[src/rtl/uart_alu_pkg.sv]
// Shared types and constants for the UART/ALU datapath: arbiter FSM state
// encoding and the byte width common to uart_tx, uart_rx and the arbiter.
package uart_alu_pkg;

   localparam int DEFAULT_DATA_WIDTH = 8;

   typedef enum logic [0:0] {
      IDLE = 1'b0,
      XFER = 1'b1
   } arb_state_t;

endpackage

[src/rtl/uart_tx_arbiter_if.sv]
// Requester-side and uart_tx-side byte streams plus arbiter status, bundled
// so the arbiter and its environment connect through one port each.
interface uart_tx_arbiter_if
   import uart_alu_pkg::*;
#(
   parameter int NUM_REQ    = 2,
   parameter int DATA_WIDTH = DEFAULT_DATA_WIDTH
);

   logic [NUM_REQ*DATA_WIDTH-1:0] s_tdata;
   logic [NUM_REQ-1:0]            s_tvalid;
   logic [NUM_REQ-1:0]            s_tlast;
   logic [NUM_REQ-1:0]            s_tready;
   logic [DATA_WIDTH-1:0]         m_tdata;
   logic                          m_tvalid;
   logic                          m_tready;
   logic [NUM_REQ-1:0]            grant_o;
   logic                          busy_o;
   logic                          timeout_o;

   // Arbiter side: consumes requester streams and uart_tx ready.
   modport slave (
      input  s_tdata, s_tvalid, s_tlast, m_tready,
      output s_tready, m_tdata, m_tvalid, grant_o, busy_o, timeout_o
   );

   // Environment side: requesters plus uart_tx.
   modport master (
      output s_tdata, s_tvalid, s_tlast, m_tready,
      input  s_tready, m_tdata, m_tvalid, grant_o, busy_o, timeout_o
   );

endinterface

[src/rtl/uart_tx_arbiter_rr_pick.sv]
// rr_pick: combinational rotate-priority selector. Scans the request vector
// starting one above the last winner, wrapping, and returns the first hit as
// a one-hot vector and as an index.
module rr_pick
   import uart_alu_pkg::*;
#(
   parameter int N     = 2,
   parameter int IDX_W = $clog2(N)
) (
   input  logic [N-1:0]     req_i,
   input  logic [IDX_W-1:0] last_i,
   output logic [N-1:0]     gnt_o,
   output logic [IDX_W-1:0] idx_o,
   output logic             any_o
);

   localparam int SW = IDX_W + 1;

   logic [SW-1:0]    sum;
   logic [IDX_W-1:0] cand;

   // First requester at or after last_i+1, modulo N.
   always_comb begin
      // NOTE: every output and temporary gets a default before the loop, so no path can infer a latch.
      gnt_o = '0;
      idx_o = '0;
      any_o = 1'b0;
      sum   = '0;
      cand  = '0;
      for (int off = 1; off <= N; off++) begin
         sum = {1'b0, last_i} + SW'(off);
         if (sum >= SW'(N)) begin
            sum = sum - SW'(N);
         end
         cand = sum[IDX_W-1:0];
         if (!any_o && req_i[cand]) begin
            any_o       = 1'b1;
            idx_o       = cand;
            gnt_o[cand] = 1'b1;
         end
      end
   end

endmodule

[src/rtl/uart_tx_arbiter.sv]
// uart_tx_arbiter: round-robin, packet-locked arbiter sharing one uart_tx byte
// stream between NUM_REQ requesters. A grant lasts from a packet's first beat
// to its tlast beat or until MAX_PKT_LEN beats have passed. The output is a
// single registered byte that drains independently of the grant FSM.
module uart_tx_arbiter
   import uart_alu_pkg::*;
#(
   parameter int NUM_REQ     = 2,
   parameter int DATA_WIDTH  = DEFAULT_DATA_WIDTH,
   parameter int MAX_PKT_LEN = 16
) (
   input  logic             clk,
   input  logic             rst,
   uart_tx_arbiter_if.slave bus
);

   localparam int IDX_W = $clog2(NUM_REQ);
   localparam int CNT_W = $clog2(MAX_PKT_LEN + 1);

   arb_state_t            state_q;
   logic [NUM_REQ-1:0]    grant_q;
   logic [IDX_W-1:0]      last_q;
   logic [CNT_W-1:0]      cnt_q;
   logic [CNT_W-1:0]      cnt_d;
   logic [DATA_WIDTH-1:0] m_tdata_q;
   logic                  m_tvalid_q;
   logic                  timeout_q;

   logic [NUM_REQ-1:0]    pick_oh;
   logic [IDX_W-1:0]      pick_idx;
   logic                  pick_any;

   logic [DATA_WIDTH-1:0] sel_data;
   logic                  sel_valid;
   logic                  sel_last;
   logic                  out_ready;
   logic                  accept;

   rr_pick #(
      .N     (NUM_REQ),
      .IDX_W (IDX_W)
   ) u_pick (
      .req_i  (bus.s_tvalid),
      .last_i (last_q),
      .gnt_o  (pick_oh),
      .idx_o  (pick_idx),
      .any_o  (pick_any)
   );

   // One-hot mux of the granted requester's byte.
   always_comb begin
      sel_data = '0;
      for (int i = 0; i < NUM_REQ; i++) begin
         if (grant_q[i]) begin
            sel_data = bus.s_tdata[i*DATA_WIDTH +: DATA_WIDTH];
         end
      end
   end

   assign sel_valid = |(bus.s_tvalid & grant_q);
   assign sel_last  = |(bus.s_tlast & grant_q);
   // The output register can take a byte when empty or emptying this cycle.
   assign out_ready = !m_tvalid_q || bus.m_tready;
   assign accept    = (state_q == XFER) && out_ready && sel_valid;
   assign cnt_d     = cnt_q + CNT_W'(1);

   assign bus.s_tready  = (state_q == XFER && out_ready) ? grant_q : '0;
   assign bus.m_tdata   = m_tdata_q;
   assign bus.m_tvalid  = m_tvalid_q;
   assign bus.grant_o   = grant_q;
   assign bus.busy_o    = (state_q == XFER);
   assign bus.timeout_o = timeout_q;

   // Grant FSM, beat counter, watchdog pulse and output byte register.
   always_ff @(posedge clk) begin
      // NOTE: non-blocking assignments so every register here samples pre-edge values.
      if (!rst) begin
         state_q    <= IDLE;
         grant_q    <= '0;
         last_q     <= IDX_W'(NUM_REQ - 1);
         cnt_q      <= '0;
         // NOTE: the data register is reset too, since its value is visible on m_tdata.
         m_tdata_q  <= '0;
         m_tvalid_q <= 1'b0;
         timeout_q  <= 1'b0;
      end else begin
         timeout_q <= 1'b0;

         if (accept) begin
            m_tdata_q  <= sel_data;
            m_tvalid_q <= 1'b1;
         end else if (bus.m_tready) begin
            m_tvalid_q <= 1'b0;
         end

         case (state_q)
            IDLE: begin
               if (pick_any) begin
                  grant_q <= pick_oh;
                  last_q  <= pick_idx;
                  cnt_q   <= '0;
                  state_q <= XFER;
               end
            end
            XFER: begin
               if (accept) begin
                  cnt_q <= cnt_d;
                  if (sel_last) begin
                     grant_q <= '0;
                     state_q <= IDLE;
                  end else if (cnt_d == CNT_W'(MAX_PKT_LEN)) begin
                     grant_q   <= '0;
                     state_q   <= IDLE;
                     timeout_q <= 1'b1;
                  end
               end
            end
            default: begin
               grant_q <= '0;
               state_q <= IDLE;
            end
         endcase
      end
   end

endmodule

[src/flat_wrapper.sv]
// flat-port wrapper written by rule: the top's interface ports become plain ports
module uart_tx_arbiter_flat import uart_alu_pkg::*;
#(
   parameter int NUM_REQ     = 2,
   parameter int DATA_WIDTH  = DEFAULT_DATA_WIDTH,
   parameter int MAX_PKT_LEN = 16
)
  (clk, rst, bus_s_tdata, bus_s_tvalid, bus_s_tlast, bus_m_tready, bus_s_tready, bus_m_tdata, bus_m_tvalid, bus_grant_o, bus_busy_o, bus_timeout_o);
  uart_tx_arbiter_if #(.NUM_REQ(NUM_REQ), .DATA_WIDTH(DATA_WIDTH)) bus_i ();
  input  logic clk;
  input  logic rst;
  input wire logic [$bits(bus_i.s_tdata)-1:0] bus_s_tdata;
  input wire logic [$bits(bus_i.s_tvalid)-1:0] bus_s_tvalid;
  input wire logic [$bits(bus_i.s_tlast)-1:0] bus_s_tlast;
  input wire logic [$bits(bus_i.m_tready)-1:0] bus_m_tready;
  output wire logic [$bits(bus_i.s_tready)-1:0] bus_s_tready;
  output wire logic [$bits(bus_i.m_tdata)-1:0] bus_m_tdata;
  output wire logic [$bits(bus_i.m_tvalid)-1:0] bus_m_tvalid;
  output wire logic [$bits(bus_i.grant_o)-1:0] bus_grant_o;
  output wire logic [$bits(bus_i.busy_o)-1:0] bus_busy_o;
  output wire logic [$bits(bus_i.timeout_o)-1:0] bus_timeout_o;
  assign bus_i.s_tdata = bus_s_tdata;
  assign bus_i.s_tvalid = bus_s_tvalid;
  assign bus_i.s_tlast = bus_s_tlast;
  assign bus_i.m_tready = bus_m_tready;
  assign bus_s_tready = bus_i.s_tready;
  assign bus_m_tdata = bus_i.m_tdata;
  assign bus_m_tvalid = bus_i.m_tvalid;
  assign bus_grant_o = bus_i.grant_o;
  assign bus_busy_o = bus_i.busy_o;
  assign bus_timeout_o = bus_i.timeout_o;
  uart_tx_arbiter #(.NUM_REQ(NUM_REQ), .DATA_WIDTH(DATA_WIDTH), .MAX_PKT_LEN(MAX_PKT_LEN)) u_core (.clk(clk), .rst(rst), .bus(bus_i));
endmodule
[config.mk]
export PLATFORM = sky130hd
export DESIGN_NAME = uart_tx_arbiter_flat
export DESIGN_NICKNAME = d
export VERILOG_FILES = /design/src/rtl/uart_alu_pkg.sv /design/src/rtl/uart_tx_arbiter_if.sv /design/src/rtl/uart_tx_arbiter_rr_pick.sv /design/src/rtl/uart_tx_arbiter.sv /design/src/flat_wrapper.sv
export SDC_FILE = /design/constraint.sdc
export NUM_CORES = 1
export LEC_CHECK = 0
export CORE_MARGIN = 5
export CORE_UTILIZATION = 38
export DETAILED_ROUTE_END_ITERATION = 10
export PLACE_DENSITY_LB_ADDON = 0.05
export SYNTH_ARGS = -nofsm -noshare
export SYNTH_HDL_FRONTEND = slang
export SYNTH_SLANG_ARGS = --single-unit
[constraint.sdc]
create_clock -name clk -period 1.22 [get_ports clk]
set_input_delay 0.244 -clock clk [delete_from_list [all_inputs] [get_ports clk]]
set_output_delay 0.244 -clock clk [all_outputs]
set_load 0.01 [all_outputs]
# == Yosys cells after proc, flatten, opt, wreduce, memory -nomap -nowiden ==
# Index checks and enable logic that the tools add are counted.
# classes
addsub,5
magnitude_cmp,6
n_eq_ne,4
muxes,35
bitwise,6
n_reduce_logical,15
# ops
cell,n
1-bit 2-to-1 mux,19
8-bit 2-to-1 mux,2
2-bit 2-to-1 mux,7
5-bit 2-to-1 mux,2
5-bit one-hot mux with 2 select lines,1
"5-bit by 1-bit adder with 5-bit output, second input constant",1
"5-bit == test, second input constant",1
1-bit logical AND,5
5-bit OR reduction,1
2-bit AND,2
"2-bit greater-or-equal comparator, second input constant",2
"1-bit by 2-bit less-than comparator with 1-bit output, second input constant",2
2-bit one-hot mux with 2 select lines,1
2-bit AND reduction,2
2-bit OR reduction,2
"3-bit inequality test, second input constant",1
1-bit inverter,3
3-bit AND reduction,1
"1-bit by 1-bit adder with 2-bit output, second input constant",1
"1-bit by 2-bit adder with 2-bit output, second input constant",1
1-bit demux with 1-bit select,2
"1-bit greater-or-equal comparator, second input constant",2
1-bit logical NOT,2
"2-bit by 1-bit inequality test with 1-bit output, second input constant",1
other kinds (6),7
# word_totals
ff_bits,19
inputBits,23
output_inout_bits,15

# == Depth between registers and ports, before layout ==
# Gate-level depths: netlist of run 1.
# logic_depth
ltp_word,12
ltp_mapped,6

# == Modules after synthesis ==
# A second synthesis of run 1 with hierarchy kept.
# hier_totals
cells_unflattened,105
area_unflattened_um2,909.6
# modules_own_cells
mod,n_inst,cells_each,area_each_um2,seq_area_each_um2
uart_tx_arbiter,1,100,877.1,380.4
rr_pick,1,5,32.5,0.0

# == Least setup slack after synthesis of run 1 ==
# No wires, ideal clock.
# synth_timing
path_kind,flip-flop to flip-flop
startpoint,"reg u_core.grant_q[1], in the netlist u_core.bus.grant_o[1]"
endpoint,reg u_core.cnt_q[0]
setup_time_ps,128
arrival_ps,1193
slack_ps,-101
stages_incl_launch_ff,7
cell_sequence,dfxtp_1 -> a22o_4 -> and3_4 -> buf_6 -> buf_12 -> mux2i_1 -> nor2_1
# synth_between
elab_chain_cells,5
# synth_lines
element,line,rtl
"start, declared",uart_tx_arbiter.sv:21,logic [NUM_REQ-1:0] grant_q;
"start signal, assigned",uart_tx_arbiter.sv:99,grant_q <= pick_oh;
2-bit AND,uart_tx_arbiter.sv:60,assign sel_valid = |(bus.s_tvalid & grant_q);
2-bit OR reduction,uart_tx_arbiter.sv:60,
1-bit logical AND,uart_tx_arbiter.sv:64,assign accept = (state_q == XFER) && out_ready && sel_valid;
2-bit inequality test (no line),n/a,
2-bit AND reduction (no line),n/a,
"end signal, assigned",uart_tx_arbiter.sv:107,cnt_q <= cnt_d;
"end, declared",uart_tx_arbiter.sv:23,logic [CNT_W-1:0] cnt_q;
# Every way passes these cells.
# A chain may end at the register's enable or synchronous reset.

# == Final worst setup path of run 1 ==
# layout_timing
startpoint,"reg u_core.state_q, in the netlist u_core.bus.busy_o"
endpoint,out bus_s_tready[1]
# layout_between
elab_chain_cells,2
# layout_lines
element,line,rtl
"start, declared",uart_tx_arbiter.sv:20,arb_state_t state_q;
"start signal, assigned",uart_tx_arbiter.sv:78,state_q <= IDLE;
"start signal, assigned",uart_tx_arbiter.sv:102,state_q <= XFER;
"start signal, assigned",uart_tx_arbiter.sv:110,state_q <= IDLE;
1-bit logical AND,uart_tx_arbiter.sv:67,assign bus.s_tready = (state_q == XFER && out_ready) ? grant_q : '0;
2-bit 2-to-1 mux,uart_tx_arbiter.sv:67,
"end, declared",flat_wrapper.sv:16,output wire logic [$bits(bus_i.s_tready)-1:0] bus_s_tready;
# Every way passes these cells.

==> flow_summary.toml, run 1 <==
[finish]
n_antenna_cell = 0
drive_gt1_share_pct = 43.5
area_delta_synth_final_pct = 82.1
multi_input_area_sq_um = 676
design_area_sq_um = 1740
num-nets-final = 195
utilization_pct = 71.7
ff_latch_area_sq_um = 394
fill_cells = 197

[global_route]
grt_pass1_wl_mm = 4.80
antenna_found_initial = 0
grt_max_degree = 12
grt_pass1_vias = 1095
track_usage_pct = 18.0
overflow = 0

[yosys]
yosysMostFrequentCell = "dfxtp_1"
synth_nets = 133
async_flop_share_pct = 0
synth_common_cells = "19 x dfxtp_1, 13 x nor2_1, 8 x a221oi_1, 8 x nand3_1, 8 x nor3_1"
synth_area_per_cell_sq_um = 8.78
yosysWarnings = 0
synth-edff-count = 0
syn_inst = 109
synth_top_area_share_pct = 39.7
ys.flop_type = "dfxtp_1"
synth_area_leader_cell = "dfxtp_1"
ys_seq_elements = 19
yosys-top-cells-area = "dfxtp_1 40%, a221oi_1 7.3%, nor2_1 5.1%"
ys_types = 38
syn_area_sq_um = 957
ys_seq_area_share_pct = 39.7

[floorplan]
die_h_um = 60.2
die_w_um = 60.2
dieArea_sq_um = 3620
rows = 18
io-pin-count = 38
core_area_sq_um = 2430
start_util_pct = 39.4

[place]
globalplace.congestion = 0.793
dpl.hpwl_mm = 2.11
dpl-instance-area_sq_um = 1490
portBuffers = 37
dpl_worst_slack_ps = -575

[critical_path]
r2r_slack_ps = -60
cp.arrival_ps = 1050
rr_worst_depth = 6
startpoint_type = "flip-flop"
worstSetupEndpointType = "output pin"
r2r_end = "u_core.cnt_q[4]"
cp.required_ps = 980
crit_path_max_fanout = 4
r2r_start = "u_core.bus.busy_o"
critical_path_class = "reg -> out"

[routing]
avgViaCountPerCell = 5.46
drt_first_iter_violations = 31
drt_wl_total_mm = 2.99
wl_per_cell_um = 15.0
dr.pass1.iters = 4
ant_nets = 0
drc = 0
vias = 1091

[power_and_ir_drop]
total_power_mw = 1.58
vdd_drop_max_uv = 768
power_density_nw_per_um2 = 906
p_leak_nw = 0.741

[clocking]
ctsHtreeMaxLevel = 1
numCtsBuffers = 3
cts_tree = "yes"
clkLatencyLatePin_ps = 300
cts.sinks = 19
clockBufferDepth = 2
clk_pin_slew_worst_paths_ps = 120
root_buffer = "clkbuf_4"

[worst_hold_path]
min_path_cells = 4
min_from = "bus_m_tready"
min_to = "u_core.bus.m_tvalid"
hp-class = "in -> reg"

[sta]
setup_viol = 11
rsz0062_at_grt = "true"
period_share_pct = 106
fin_skew_ps = 3.42
slew_headroom_pct = 79.8
drv_slew = 0
finalWorstSetupSlack_ps = -70.4
clock.fmax_ghz = 0.775
hold_violations = 0
worst_pin_slew_ps = 302
fin_crit_ps = 1290

[outcome]
violations = "setup timing"
status = "complete, but fails checks"

[flow_run]
cap_violations = 0
-- layer usage --
| metal | vias to the layer above | global-route usage (%) | wire (um) |
|---|---|---|---|
| li1 | 534 | - | - |
| met1 | 513 | 18.6 | 1200 |
| met2 | 38 | 33.3 | 1540 |
| met3 | 6 | 5.18 | 206 |
| met4 | 0 | 7.91 | 38 |
| met5 | - | 0 | 0 |
-- power breakdown --
part	internal, mW	switching (mW)
registers	0.662	0.0343
clock network	0.122	0.207
logic	0.308	0.246
-- metrics by stage --
stage | cells | setup TNS [ps] | hold WS (ps)
after floorplan | 109 | -387 | 391
after global placement | 190 | -7820 | 485
after detailed placement | 190 | -8110 | 490
after CTS | 200 | -914 | 414
after global routing | 200 | -1130 | 437
final | 200 | -308 | 433
-- logic make-up (layout without fill, tap and decap cells) --
kind of cell | after synthesis | after routing | share of synthesized area (%)
and+or+nand+nor | 52 | 52 | 28.8
muxes | 1 | 1 | 1.05
buffers and inverters | 9 | 70 | 6.27
AOI/OAI and AO/OA | 27 | 27 | 22.9
DFF | 19 | 19 | 39.7
adders and majority gates | 1 | 1 | 1.31
-- cells in the final DEF, fill, tap and decap left out, drive strengths merged, types with 2 or more instances in the layout --
cell type	netlist	final
buf	5	31
o21ai	4	4
nor2	13	13
and3	5	5
clkdlybuf4s15	0	5
nor3	9	9
nor2b	2	2
inv	2	2
dfxtp	19	19
nand2	6	6
clkbuf	2	4
nand3	9	9
clkdlybuf4s50	0	19
a21oi	4	4
a221oi	9	9
o2111ai	2	2
dlygate4sd2	0	8
a31oi	2	2
nand4	3	3
-- registers in the layout, summed over array words and instances (netlist names) --
register              count
u_core.cnt_q              5
u_core.bus.grant_o        2
u_core.last_q             1
u_core.bus.timeout_o      1
u_core.bus.busy_o         1
u_core.bus.m_tvalid       1
u_core.bus.m_tdata        8
-- worst max-delay path: stages (launching register included) --
cell     delay (ps)
dfxtp_2         350
buf_6           120
and3_4          170
buf_6           110
-- area by class of cell --
| class | count | share of cell area [%] |
|---|---|---|
| repair buffers | 64 | 34.5 |
| clock buffers | 3 | 1.29 |
| flip-flops and latches | 19 | 22.6 |
| multi-input cells | 81 | 38.8 |
| well taps | 30 | 2.15 |
| clock inverters | 1 | 0.287 |
| inverters | 2 | 0.431 |
-- worst max path at each step --
stage                          startpoint         endpoint  slack, ps  cells past startpoint
detailed placement           bus_m_tready  bus_s_tready[0]       -580                      4
floorplan           u_core.bus.grant_o[1]  u_core.cnt_q[0]        -60                      6
global placement             bus_m_tready  bus_s_tready[1]       -550                      4
global route            u_core.bus.busy_o  bus_s_tready[0]       -120                      3
finish                  u_core.bus.busy_o  bus_s_tready[1]        -70                      3
CTS                     u_core.bus.busy_o  u_core.cnt_q[4]       -110                      6
-- what timing repair did --
action	CTS	global route
endpoints found under the setup margin	30	23
buffers inserted	8	1
hold buffers	0	0
gates cloned	0	0
hold endpoints to repair	0	0
gates resized for setup	68	17
pin swaps	15	5
(Power assumes the default switching activity.)
==> inputs of run 2 (changes only) <==
CORE_UTILIZATION = 37   (was 38)
SYNTH_HIERARCHICAL = 1   (was not set)
==> flow_summary.toml, run 2 <==
[critical_path]
r2r_start = "u_core/cnt_q[0]"
r2r_end = "u_core/bus.busy_o"
rr_worst_depth = 5
crit_family = "flip-flops"
crit_chain = "nand2b_4 -> buf_6 -> and3_4 -> buf_6"
worstSetupEndpointType = "output pin"
cp.arrival_ps = 1080
r2r_slack_ps = -100
critical_path_class = "reg -> out"
cpMostUsedCell = "buf_6"
cp.required_ps = 980
crit_path_max_fanout = 3
cp_slowest_cell = "dfxtp_2"
startpoint_type = "flip-flop"
crit_buf_inv = 2
slowest_delay_ps = 360

[routing]
drt_wl_total_mm = 3.06
dr.pass1.iters = 4
wl_per_cell_um = 15.3
ant_nets = 0
vias = 1063
drc = 0
avgViaCountPerCell = 5.32
drt_first_iter_violations = 24

[finish]
drive_gt1_share_pct = 44.1
n_antenna_cell = 0
fill_cells = 165
ff_latch_area_sq_um = 402
multi_input_area_sq_um = 727
num-nets-final = 196
area_delta_synth_final_pct = 99.2
largest_register_ffs = 8
final_common_cell = "buf_4"
design_area_sq_um = 1810
most-common-layout-cells = "21 x buf_4, 19 x clkdlybuf4s50_1, 12 x dfxtp_1"
utilization_pct = 75.2

[place]
dpl-instance-area_sq_um = 1510
globalplace.congestion = 0.764
dpl_worst_slack_ps = -594
portBuffers = 37
dpl.hpwl_mm = 2.10

[clocking]
root_buffer = "clkbuf_4"
numCtsBuffers = 3
ctsHtreeMaxLevel = 1
clk_pin_slew_worst_paths_ps = 100
cts_tree = "yes"
hold_buffers = 0
clockBufferDepth = 2
clkLatencyLatePin_ps = 290
cts.sinks = 19

[sta]
hold_violations = 0
finalWorstSetupSlack_ps = -108
fin_skew_ps = 6.80
rsz0062_at_grt = "true"
whs_ps = 503
slew_headroom_pct = 78.4
period_share_pct = 109
drv_slew = 0
fin_crit_ps = 1330
clock.fmax_ghz = 0.753
setup_viol = 8
worst_pin_slew_ps = 324

[yosys]
ys_seq_area_share_pct = 41.8
synth_common_cells = "19 x dfxtp_1, 10 x nor2_1, 9 x a221oi_1, 9 x nor3_1, 7 x nand2_1"
synth_area_per_cell_sq_um = 8.66
async_flop_share_pct = 0
yosys-top-cells-area = "dfxtp_1 42%, a221oi_1 8.7%, nor3_1 5.0%"
synth-edff-count = 0
ys_types = 32
yosysMostFrequentCell = "dfxtp_1"
synth_top_area_share_pct = 41.8
syn_inst = 105
synth_nets = 130
synth_area_leader_cell = "dfxtp_1"
ys_seq_elements = 19
yosysWarnings = 6
ys.flop_type = "dfxtp_1"
syn_area_sq_um = 910

[worst_hold_path]
hp-class = "in -> reg"
min_from = "bus_m_tready"
min_to = "u_core/bus.m_tvalid"
min_path_cells = 4

[outcome]
status = "complete, but fails checks"
violations = "setup timing"

[global_route]
grt_pass1_vias = 1027
grt_max_degree = 12
grt_pass1_wl_mm = 4.78
track_usage_pct = 17.9
antenna_found_initial = 0
overflow = 0

[floorplan]
die_h_um = 59.6
core_area_sq_um = 2410
start_util_pct = 37.7
io-pin-count = 38
die_w_um = 59.6
dieArea_sq_um = 3550
rows = 18

[power_and_ir_drop]
total_power_mw = 1.72
vdd_drop_max_uv = 877
power_density_nw_per_um2 = 952
p_leak_nw = 0.752

[flow_run]
cap_violations = 0
## run 2: cell types whose count changed after synthesis, sizes merged, moves of 3 or more
| cell | change |
|---|---|
| nor2 | -3 |
| nand3 | -5 |
| nand4 | -3 |
| a21boi | +3 |
| inv | +3 |
## run 2: power breakdown
part	switching, mW	total, mW	internal (mW)
clock network	0.185	0.312	0.127
logic	0.323	0.680	0.357
registers	0.0519	0.732	0.680
## run 2: final cells by class
class	instances	area share, %
flip-flops and latches	19	22.2
well taps	30	2.07
inverters	5	1.04
repair buffers	65	33.1
multi-input cells	77	40.1
clock buffers	4	1.45
## run 2: worst max-delay path by stage
| stage | start | endpoint | slack (ps) | cells past startpoint |
|---|---|---|---|---|
| floorplan | u_core/bus.grant_o[0] | u_core/cnt_q[0] | -60 | 6 |
| global placement | bus_m_tready | bus_s_tready[1] | -560 | 4 |
| detailed placement | bus_m_tready | bus_s_tready[1] | -590 | 4 |
| CTS | u_core/bus.m_tvalid | bus_s_tready[0] | -120 | 4 |
| global route | u_core/cnt_q[0] | u_core/bus.busy_o | -180 | 5 |
| finish | u_core/bus.m_tvalid | bus_s_tready[0] | -110 | 4 |
## run 2: worst reg2reg max path, delay by kind of cell, from the launching register on
kind	cells	cell delay, ps
fa+ha+maj	1	170
flops	1	380
compound gates	2	290
simple gates	2	370
## run 2: layer usage
layer	wire length, um	share of wire (%)	track usage (%)	up-vias
li1	-	-	-	531
met4	13	0.43	2.85	0
met5	0	0	0	-
met2	1620	53	31.7	17
met1	1320	43	21.6	513
met3	103	3.4	5.45	2
## run 2: timing repair
item | CTS | global route
buffers inserted | 3 | 1
pin swaps | 6 | 8
setup endpoints to repair | 33 | 24
endpoints found under the hold margin | 0 | 0
gates resized for setup | 58 | 33
cloned | 1 | 0
## run 2: cell families after synthesis
group	Yosys count	synth area share, %
AND/OR/NAND/NOR	42	23.1
multiplexers	2	2.20
flip-flops	19	41.8
adder cells (fa/ha/maj)	2	2.75
XOR/XNOR	2	1.93
AO/OA/AOI/OAI	28	22.7
buffers and inverters	10	5.50
## run 2: through the flow
| step | setup TNS, ps | instances |
|---|---|---|
| floorplan | -323 | 105 |
| global placement | -9030 | 191 |
| detailed placement | -9500 | 191 |
| CTS | -555 | 199 |
| global route | -1160 | 200 |
| finish | -455 | 200 |
